==> src/rtl/bitstream_loader_if.sv <==
// Host-side bundle for the bitstream loader: command and word handshakes plus the
// serial configuration stream shared by the SMU and SRU.
interface bitstream_loader_if #(
    parameter int unsigned WORD_W = 32,
    parameter int unsigned LEN_W  = 16
);
    logic              cmdValid;
    logic              cmdReady;
    logic              cmdTarget;
    logic [LEN_W-1:0]  cmdNumSegments;
    logic              wordValid;
    logic              wordReady;
    logic [WORD_W-1:0] wordData;
    logic              bitstreamSerialOut;
    logic              smuStreamValid;
    logic              sruStreamValid;
    logic              busy;
    logic              done;
    logic              error;

    modport master (
        output cmdValid, cmdTarget, cmdNumSegments, wordValid, wordData,
        input  cmdReady, wordReady, bitstreamSerialOut, smuStreamValid, sruStreamValid,
        input  busy, done, error
    );

    modport slave (
        input  cmdValid, cmdTarget, cmdNumSegments, wordValid, wordData,
        output cmdReady, wordReady, bitstreamSerialOut, smuStreamValid, sruStreamValid,
        output busy, done, error
    );
endinterface

==> src/rtl/bitstream_loader.sv <==
// Serializes configuration words LSB-first onto the shared SMU/SRU bitstream line,
// strobing the valid of the target selected by the accepted command.
module bitstream_loader #(
    parameter int unsigned WORD_W           = 32,
    parameter int unsigned LEN_W            = 16,
    parameter int unsigned SMU_SEGMENT_SIZE = 64,
    parameter int unsigned SRU_SEGMENT_SIZE = 8
) (
    input logic               clk,
    input logic               rst,
    bitstream_loader_if.slave bus
);
    localparam int unsigned BitsW    = LEN_W + 7;
    localparam int unsigned WordCntW = $clog2(WORD_W + 1);
    localparam int unsigned SmuShift = $clog2(SMU_SEGMENT_SIZE);
    localparam int unsigned SruShift = $clog2(SRU_SEGMENT_SIZE);

    typedef enum logic [1:0] {StIdle, StLoad, StShift, StDone} stateT;

    stateT               stateQ, stateD;
    logic                targetQ, targetD;
    logic [BitsW-1:0]    bitsLeftQ, bitsLeftD;
    logic [WordCntW-1:0] wordBitsLeftQ, wordBitsLeftD;
    logic [WORD_W-1:0]   shiftRegQ, shiftRegD;
    logic                serialQ, serialD;
    logic                smuValidQ, smuValidD;
    logic                sruValidQ, sruValidD;
    logic                doneQ, doneD;
    logic                errorQ, errorD;
    logic                cmdReadyC, wordReadyC;
    logic [BitsW-1:0]    segBitsSmu, segBitsSru;
    logic                lastBit, wordEnd;

    // Segment sizes are powers of two, so the total bit count is a plain shift.
    assign segBitsSmu = BitsW'(bus.cmdNumSegments) << SmuShift;
    assign segBitsSru = BitsW'(bus.cmdNumSegments) << SruShift;
    assign lastBit    = (bitsLeftQ == BitsW'(1));
    assign wordEnd    = (wordBitsLeftQ == WordCntW'(1));

    always_comb begin
        stateD        = stateQ;
        targetD       = targetQ;
        bitsLeftD     = bitsLeftQ;
        wordBitsLeftD = wordBitsLeftQ;
        shiftRegD     = shiftRegQ;
        serialD       = 1'b0;
        smuValidD     = 1'b0;
        sruValidD     = 1'b0;
        doneD         = 1'b0;
        errorD        = 1'b0;
        cmdReadyC     = 1'b0;
        wordReadyC    = 1'b0;

        unique case (stateQ)
            StIdle: begin
                cmdReadyC = 1'b1;
                if (bus.cmdValid) begin
                    if (bus.cmdNumSegments == '0) begin
                        errorD = 1'b1;
                    end else begin
                        targetD   = bus.cmdTarget;
                        bitsLeftD = bus.cmdTarget ? segBitsSru : segBitsSmu;
                        stateD    = StLoad;
                    end
                end
            end

            StLoad: begin
                wordReadyC = 1'b1;
                if (bus.wordValid) begin
                    shiftRegD     = bus.wordData;
                    wordBitsLeftD = WordCntW'(WORD_W);
                    stateD        = StShift;
                end
            end

            StShift: begin
                serialD       = shiftRegQ[0];
                smuValidD     = ~targetQ;
                sruValidD     = targetQ;
                shiftRegD     = shiftRegQ >> 1;
                bitsLeftD     = bitsLeftQ - BitsW'(1);
                wordBitsLeftD = wordBitsLeftQ - WordCntW'(1);
                if (lastBit) begin
                    // Leftover bits of the current word are dropped here.
                    stateD = StDone;
                end else if (wordEnd) begin
                    wordReadyC = 1'b1;
                    if (bus.wordValid) begin
                        shiftRegD     = bus.wordData;
                        wordBitsLeftD = WordCntW'(WORD_W);
                    end else begin
                        stateD = StLoad;
                    end
                end
            end

            StDone: begin
                doneD  = 1'b1;
                stateD = StIdle;
            end

            default: stateD = StIdle;
        endcase
    end

    always_ff @(posedge clk) begin
        if (rst) begin
            stateQ        <= StIdle;
            targetQ       <= 1'b0;
            bitsLeftQ     <= '0;
            wordBitsLeftQ <= '0;
            shiftRegQ     <= '0;
            serialQ       <= 1'b0;
            smuValidQ     <= 1'b0;
            sruValidQ     <= 1'b0;
            doneQ         <= 1'b0;
            errorQ        <= 1'b0;
        end else begin
            stateQ        <= stateD;
            targetQ       <= targetD;
            bitsLeftQ     <= bitsLeftD;
            wordBitsLeftQ <= wordBitsLeftD;
            shiftRegQ     <= shiftRegD;
            serialQ       <= serialD;
            smuValidQ     <= smuValidD;
            sruValidQ     <= sruValidD;
            doneQ         <= doneD;
            errorQ        <= errorD;
        end
    end

    assign bus.cmdReady           = cmdReadyC;
    assign bus.wordReady          = wordReadyC;
    assign bus.bitstreamSerialOut = serialQ;
    assign bus.smuStreamValid     = smuValidQ;
    assign bus.sruStreamValid     = sruValidQ;
    assign bus.busy               = (stateQ == StLoad) || (stateQ == StShift);
    assign bus.done               = doneQ;
    assign bus.error              = errorQ;
endmodule

==> src/flat_wrapper.sv <==
// flat-port wrapper written by rule: the top's interface ports become plain ports
module bitstream_loader_flat 
#(
    parameter int unsigned WORD_W           = 32,
    parameter int unsigned LEN_W            = 16,
    parameter int unsigned SMU_SEGMENT_SIZE = 64,
    parameter int unsigned SRU_SEGMENT_SIZE = 8
)
  (clk, rst, bus_cmdValid, bus_cmdTarget, bus_cmdNumSegments, bus_wordValid, bus_wordData, bus_cmdReady, bus_wordReady, bus_bitstreamSerialOut, bus_smuStreamValid, bus_sruStreamValid, bus_busy, bus_done, bus_error);
  bitstream_loader_if #(.WORD_W(WORD_W), .LEN_W(LEN_W)) bus_i ();
  input logic clk;
  input logic rst;
  input wire logic [$bits(bus_i.cmdValid)-1:0] bus_cmdValid;
  input wire logic [$bits(bus_i.cmdTarget)-1:0] bus_cmdTarget;
  input wire logic [$bits(bus_i.cmdNumSegments)-1:0] bus_cmdNumSegments;
  input wire logic [$bits(bus_i.wordValid)-1:0] bus_wordValid;
  input wire logic [$bits(bus_i.wordData)-1:0] bus_wordData;
  output wire logic [$bits(bus_i.cmdReady)-1:0] bus_cmdReady;
  output wire logic [$bits(bus_i.wordReady)-1:0] bus_wordReady;
  output wire logic [$bits(bus_i.bitstreamSerialOut)-1:0] bus_bitstreamSerialOut;
  output wire logic [$bits(bus_i.smuStreamValid)-1:0] bus_smuStreamValid;
  output wire logic [$bits(bus_i.sruStreamValid)-1:0] bus_sruStreamValid;
  output wire logic [$bits(bus_i.busy)-1:0] bus_busy;
  output wire logic [$bits(bus_i.done)-1:0] bus_done;
  output wire logic [$bits(bus_i.error)-1:0] bus_error;
  assign bus_i.cmdValid = bus_cmdValid;
  assign bus_i.cmdTarget = bus_cmdTarget;
  assign bus_i.cmdNumSegments = bus_cmdNumSegments;
  assign bus_i.wordValid = bus_wordValid;
  assign bus_i.wordData = bus_wordData;
  assign bus_cmdReady = bus_i.cmdReady;
  assign bus_wordReady = bus_i.wordReady;
  assign bus_bitstreamSerialOut = bus_i.bitstreamSerialOut;
  assign bus_smuStreamValid = bus_i.smuStreamValid;
  assign bus_sruStreamValid = bus_i.sruStreamValid;
  assign bus_busy = bus_i.busy;
  assign bus_done = bus_i.done;
  assign bus_error = bus_i.error;
  bitstream_loader #(.WORD_W(WORD_W), .LEN_W(LEN_W), .SMU_SEGMENT_SIZE(SMU_SEGMENT_SIZE), .SRU_SEGMENT_SIZE(SRU_SEGMENT_SIZE)) u_core (.clk(clk), .rst(rst), .bus(bus_i));
endmodule
==> config.mk <==
export PLATFORM = sky130hd
export DESIGN_NAME = bitstream_loader_flat
export DESIGN_NICKNAME = d
export VERILOG_FILES = /design/src/rtl/bitstream_loader_if.sv /design/src/rtl/bitstream_loader.sv /design/src/flat_wrapper.sv
export SDC_FILE = /design/constraint.sdc
export NUM_CORES = 1
export LEC_CHECK = 0
export ABC_AREA = 1
export BUFFER_PORTS_ARGS = -buffer_cell sky130_fd_sc_hd__buf_2
export CORE_MARGIN = 4
export CORE_UTILIZATION = 57
export CTS_CLUSTER_DIAMETER = 60
export DETAILED_ROUTE_END_ITERATION = 8
export PLACE_DENSITY = 0.8
export SLEW_MARGIN = 20
export SYNTH_ARGS = -nofsm -noshare
export SYNTH_HDL_FRONTEND = slang
export SYNTH_SLANG_ARGS = --single-unit
export TNS_END_PERCENT = 50
==> constraint.sdc <==
create_clock -name clk -period 2 [get_ports clk]
set_input_delay 0.2 -clock clk [delete_from_list [all_inputs] [get_ports clk]]
set_output_delay 0.2 -clock clk [all_outputs]
set_load 0.005 [all_outputs]
# [Word-level counts from Yosys, hierarchy flattened]
# Cells that the tools add are included.
[op_classes] add_sub_neg=2 eq_ne=10 n_mux=27 bitwise=5 reduce_logical=11
[ops] cell="$mux 32" count=4
[ops] cell="$pmux 32 s2" count=1
[ops] cell="$mux 23" count=2
[ops] cell="$pmux 23 s2" count=1
[ops] cell="$mux 6" count=4
[ops] cell="$eq 23x1->1 const B" count=1
[ops] cell="$sub 23x1->23 const B" count=1
[ops] cell="$mux 22" count=1
[ops] cell="$logic_not 16->1" count=1
[ops] cell="$mux 2" count=6
[ops] cell="$pmux 6 s2" count=1
[ops] cell="$pmux 2 s4" count=1
[ops] cell="$eq 6x1->1 const B" count=1
[ops] cell="$ne 2x2->1 const B" count=3
[ops] cell="$reduce_and 3->1" count=2
[ops] cell="$sub 6x1->6 const B" count=1
[ops] cell="$mux 1" count=5
[ops] cell="$not 1->1" count=5
[ops] cell="$reduce_and 5->1" count=1
[ops] cell="$eq 2x2->1 const B" count=2
[ops] cell="$reduce_bool 2->1" count=2
[ops] cell="$ne 3x1->1 const B" count=1
[ops] cell="$ne 3x2->1 const B" count=1
[ops] cell="$reduce_or 3->1" count=1
[ops] cell="6 further kinds" count=6
[word_totals] register_bits=69 input_bits=53 out_inout_bits=8 wordCells=65

# [Depth between registers and ports, before layout]
[logic_depth] ltp_word=5 mapped_depth=12

# [Worst setup path before layout]
# OpenSTA, ideal clock, no wires.
[synth_timing] path_type="reg2reg" start="register u_core.stateQ[0]" end="register u_core.wordBitsLeftQ[4]" setup_ps=111 arrival_ps=1528 t_required_ps=1889 slack_ps=362 path_stages_with_launch=10 period_less_slack_ps=1638 cell_sequence="dfxtp_1 inv_1 ha_1 nand2_1 inv_1 buf_2 buf_2 nand4_1 nand4_1 inv_1"
[synth_via] elab_chain_len=3 word_cells_on_any_way=6
[synth_rtl] item="from (decl)" line="bitstream_loader.sv:20" source="stateT stateQ, stateD;"
[synth_rtl] item="from (signal assigned)" line="bitstream_loader.sv:109" source="stateQ <= StIdle;"
[synth_rtl] item="from (signal assigned)" line="bitstream_loader.sv:120" source="stateQ <= stateD;"
[synth_rtl] item="$eq 2x1->1 or $eq 2x2->1 (tied branches)" line="bitstream_loader.sv:54" source="unique case (stateQ)"
[synth_rtl] item="$ne 2x2->1 (no line) or $reduce_bool 2->1 (tied branches)"
[synth_rtl] item="$reduce_and 2->1 (no line)"
[synth_rtl] item="to (signal assigned)" line="bitstream_loader.sv:123" source="wordBitsLeftQ <= wordBitsLeftD;"
[synth_rtl] item="to (decl)" line="bitstream_loader.sv:23" source="logic [WordCntW-1:0] wordBitsLeftQ, wordBitsLeftD;"
# Several ways; a longest one is shown, not always the timed one.
# A chain may end at the register's enable or synchronous reset.

# [Final worst setup path]
[layout_timing] start="register u_core.stateQ[0]" end="output bus_wordReady"
[layout_via] elab_chain_len=2 word_cells_on_any_way=3
[layout_rtl] item="$eq 2x2->1 or $eq 2x1->1 (tied branches)" line="bitstream_loader.sv:54"
[layout_rtl] item="$pmux 1 s2 (*)" line="bitstream_loader.sv:54"
[layout_rtl] item="to (decl)" line="flat_wrapper.sv:19" source="output wire logic [$bits(bus_i.wordReady)-1:0] bus_wordReady;"
# Mark *: on every way between the ends. The rest lies on a longest branch, timed or not.

==> results <==
- The number of antenna diodes is 0.
- The critical path ends at bus_wordReady.
- After floorplanning, the core was divided into 30 placement rows.
- The share of synthesized area in the top cell type comes to 34.1%.
- The share of cells above drive strength 1 is 15.3%.
- The initial utilization of the core area, before any placement, comes to 59.2%.
- The pin slew with the least headroom to its limit is 0.479 ns.
- Setup repair after global routing could not meet its margin everywhere.
- The dominant cell type by area after synthesis is dfxtp_1.
- The peak per-stage delay on the critical path is 0.35 ns.
- The TritonCTS clock tree is built.
- Among all flip-flop cells after synthesis, the most frequent one is dfxtp_1.
- The count of clock tree sinks is between 60 and 70.
- The final number of setup-violating endpoints is 0.
- The largest delay contributor family on the critical path is buffers and inverters.
- Across the VDD grid, the largest voltage drop is 0.000765 V.
- The weighted congestion at the end of routability-driven global placement is 0.901.
- The worst register-to-register path ends at u_core.wordBitsLeftQ[5]$_SDFFE_PP0P_.
- The TritonCTS buffer count is 9.
- The critical-path maximum fanout is 5.
- The mapped netlist covers 0.00405 mm2.
- Input and output buffers added on the ports amount to 60.
- The height of the die is 92.2 um.
- Detailed routing placed a total of 4760 um of wire on met2.
- The type of the most critical hold path is input pin to flop.
- The largest net degree at the start of global routing is 35.
- The number of nets handed over by synthesis was 706.
- The startpoint of the worst hold path is bus_wordData[31].
- The critical path's slowest cell is dfxtp_1.
- The first-pass iteration count of the detailed router is 7.
- The count of buffer and inverter cells on the critical path is 4.
- The final cell count without fillers is around 800.
- The H-tree generated during clock tree synthesis spans 3 levels.
- In this run the deepest clock path goes through 2 buffers.
- The power density over the cells is around 1600 mW/mm2.
- The synthesis-to-layout area growth is 16.3%.
- Gates resized during post-CTS repair numbered 1.
- The detailed-route wire length per cell is roughly 13 um.
- The analysis attributes to cell leakage a power of 2.36 nW.
- The kind of end point of the critical path is an output port.
- The worst clock skew is 0.0143 ns.
- The register bit count reported by yosys is between 60 and 70.
- The number of cells on the worst reg-to-reg path is 7.
- The area of the core region is between 0.006 and 0.007 mm2.
- The post-synthesis cell type count is 35.
- The insertion delay of the later-clocked pin in the worst-skew pair is 0.35 ns.
- The filler cell count is about 640.
- Once placement completed, the tool counted placed cells totaling 788.
- After global routing the overflow that remains totals 0.
- The maximum clock frequency is 0.504 GHz.
- The tool flagged a number of max-cap violations equal to 0.
- The first routing iteration left 313 violations.
- The final max-slew violation count is 0.
- The number of antenna violations at the first check in global routing is 0.
- At the worst endpoint, the required time is 1.80 ns.
- In the final timing run, aggregate negative setup slack is 0 ns.
- The first-pass GRT wire length is roughly 17,000 um.
- STA classifies the critical path startpoint as a flop.
- The fraction of the yosys area taken by sequential cells is approximately a third.
- The via density per instance is about 5.3.
- The average instance in the mapped netlist occupies roughly 6.3 um2.
- The die covers 0.00851 mm2.
- Traced cell by cell, the critical path runs through inv_1, ha_2, inv_1, buf_4, nor2_1, a21oi_1, nor2_1, buf_2.
- The total via count in the routed design is around 4,200.
- In this run the top signal layer used is met4.
- After clock tree synthesis, the clock-pin slew on the worst setup and hold paths is 0.08 ns.
- After detailed routing, the number of remaining DRC violations is 0.
- Dividing the final minimum period by the clock period gives 99.2%.
- The first element of the critical path is u_core.stateQ[0]$_SDFFE_PP0P_.
- The post-synthesis cell count is 644.
- The final-report hold violation count came to 0.
- The number of antenna-violating nets in the routed design is 0.
- The critical path is of the flop to output port type.
- After detailed routing, the wire length on met1 is 4640 um.
- The die width is slightly above 90 um.
- The flow ran to the end, and the final reports show no timing, DRC or antenna violations.
- The net count of the finished layout is ~770.
- The startpoint identified for the worst register-to-register timing path is u_core.stateQ[0]$_SDFFE_PP0P_.
- Ranked by instance count, the synthesized netlist is headed by nand2_1, nor2_1, dfxtp_1.
- The worst-case headroom to the max-slew limit is 67.9%.
- Data on the critical path arrives at its endpoint at 1.78 ns.
- The fraction of synthesis flops using an asynchronous set or reset pin is 0%.
- Setup slack on the worst reg-to-reg path comes out at 0.12 ns.
- The routed design has 10,300 um of wire.
- For the finished layout, the period the worst path requires is 1.98 ns.
- The number of global-route vias before repair is 3,803.
- Counting flops with a built-in enable in the synthesized netlist gives 0.
- The post-detailed-placement half-perimeter wirelength is between 7000 and 8000 um.
- In the post-synthesis netlist, the biggest area contributors are dfxtp_1, nand2_1, nor2_1.
- The number of ports placed on the die boundary is 61.
- The critical path runs through a total of 8 cells.
- The count of synthesis-stage warnings from yosys is 0.
- The clock tree root buffer cell is clkbuf_8.
- Global routing consumed, over all layers together, approximately a quarter of the routing resources.
- The amount of wire on met3 after detailed routing is 683 um.
- The most frequent cell after synthesis is nand2_1.
- The hold-fix buffer count after cts is 0.
- The worst hold slack is 0.0845 ns.
- Post-CTS timing repair inserted 0 buffers for setup.
## cells by family after synthesis
family	Yosys count	share of synthesized area [%]
simple gates	385	39.7
buf+inv	89	9.43
xor+xnor	12	2.60
flops	69	34.1
fa+ha+maj	9	2.78
compound gates	80	11.3
## layer usage
| metal | vias to the layer above | track usage, % |
|---|---|---|
| met5 | - | 0 |
| met4 | 0 | 10.1 |
| met3 | 22 | 5.09 |
| met2 | 137 | 39.0 |
| met1 | 1937 | 31.6 |
| li1 | 2151 | - |
## power breakdown
| group | total (W) | internal, W | switching, W | leakage (nW) |
|---|---|---|---|---|
| clock | 0.00138 | 0.000823 | 0.000559 | 0.119 |
| combinational | 0.00377 | 0.00137 | 0.00240 | 1.67 |
| sequential | 0.00222 | 0.00186 | 0.000367 | 0.567 |
## worst min-delay path, stage by stage
cell and delay, ns:
buf_2 0.08, nand4_1 0.07, nand2_1 0.06
## cell usage in the layout, fill, tap and decap left out, types with 2 or more instances in the layout
cell type  synthesis  final
a21oi_1           30     30
nor2_2             2      3
nand3_1           62     62
nor2_4             3      3
buf_12             0      2
bufinv_16          0      3
o22ai_1            2      2
buf_4              2     15
clkinv_4           0      2
nand2_1          200    200
xnor2_1            6      6
xor2_1             6      6
dfxtp_1           69     69
o21ai_0           24     24
inv_1             58     57
o21ai_1            6      6
clkbuf_8           0      9
ha_1               9      8
o21bai_1           3      3
and2_1             2      2
inv_2              1      2
a22oi_1           11     11
buf_2             14     60
nand4_1            6      6
nor2_1           104    103
## registers in the layout (all words and copies together), names as in the netlist, 2 cells and up
name,count
u_core.bitsLeftQ,23
u_core.shiftRegQ,32
u_core.stateQ,2
u_core.wordBitsLeftQ,6
## per-stage QoR
stage               instance area [um2]  util (%)  power, W  worst slack, ns
finish                             4700      68.8   0.00738           0.0154
global route                       4700      68.8   0.00799          -0.0740
CTS                                4700      68.8   0.00733           0.0202
detailed placement                 4460      65.3   0.00591            0.128
global placement                   4460      65.3   0.00580            0.201
floorplan                          4050         -   0.00503            0.362
## area by class of cell
class / instances / area (um2) / share of cell area, %
Clock inverter: 6 / 113 / 2.39
Tap cell: 96 / 120 / 2.55
Timing Repair Buffer: 77 / 453 / 9.63
Clock buffer: 9 / 124 / 2.63
Inverter: 60 / 225 / 4.79
Sequential cell: 69 / 1380 / 29.4
Multi-Input combinational cell: 486 / 2290 / 48.6
## worst min path at each step
| stage | to | cells past startpoint |
|---|---|---|
| 6_report | u_core.shiftRegQ[31]$_SDFFE_PP0P_ | 3 |
| 5_1_grt | u_core.shiftRegQ[29]$_SDFFE_PP0P_ | 3 |
| 4_1_cts | u_core.shiftRegQ[31]$_SDFFE_PP0P_ | 3 |
| 3_5_place_dp | u_core.bus.smuStreamValid$_SDFF_PP0_ | 1 |
| 3_3_place_gp | u_core.bus.smuStreamValid$_SDFF_PP0_ | 1 |
| 2_1_floorplan | u_core.bus.error$_SDFF_PP0_ | 2 |
No activity file was read; power rests on OpenSTA's default activity.
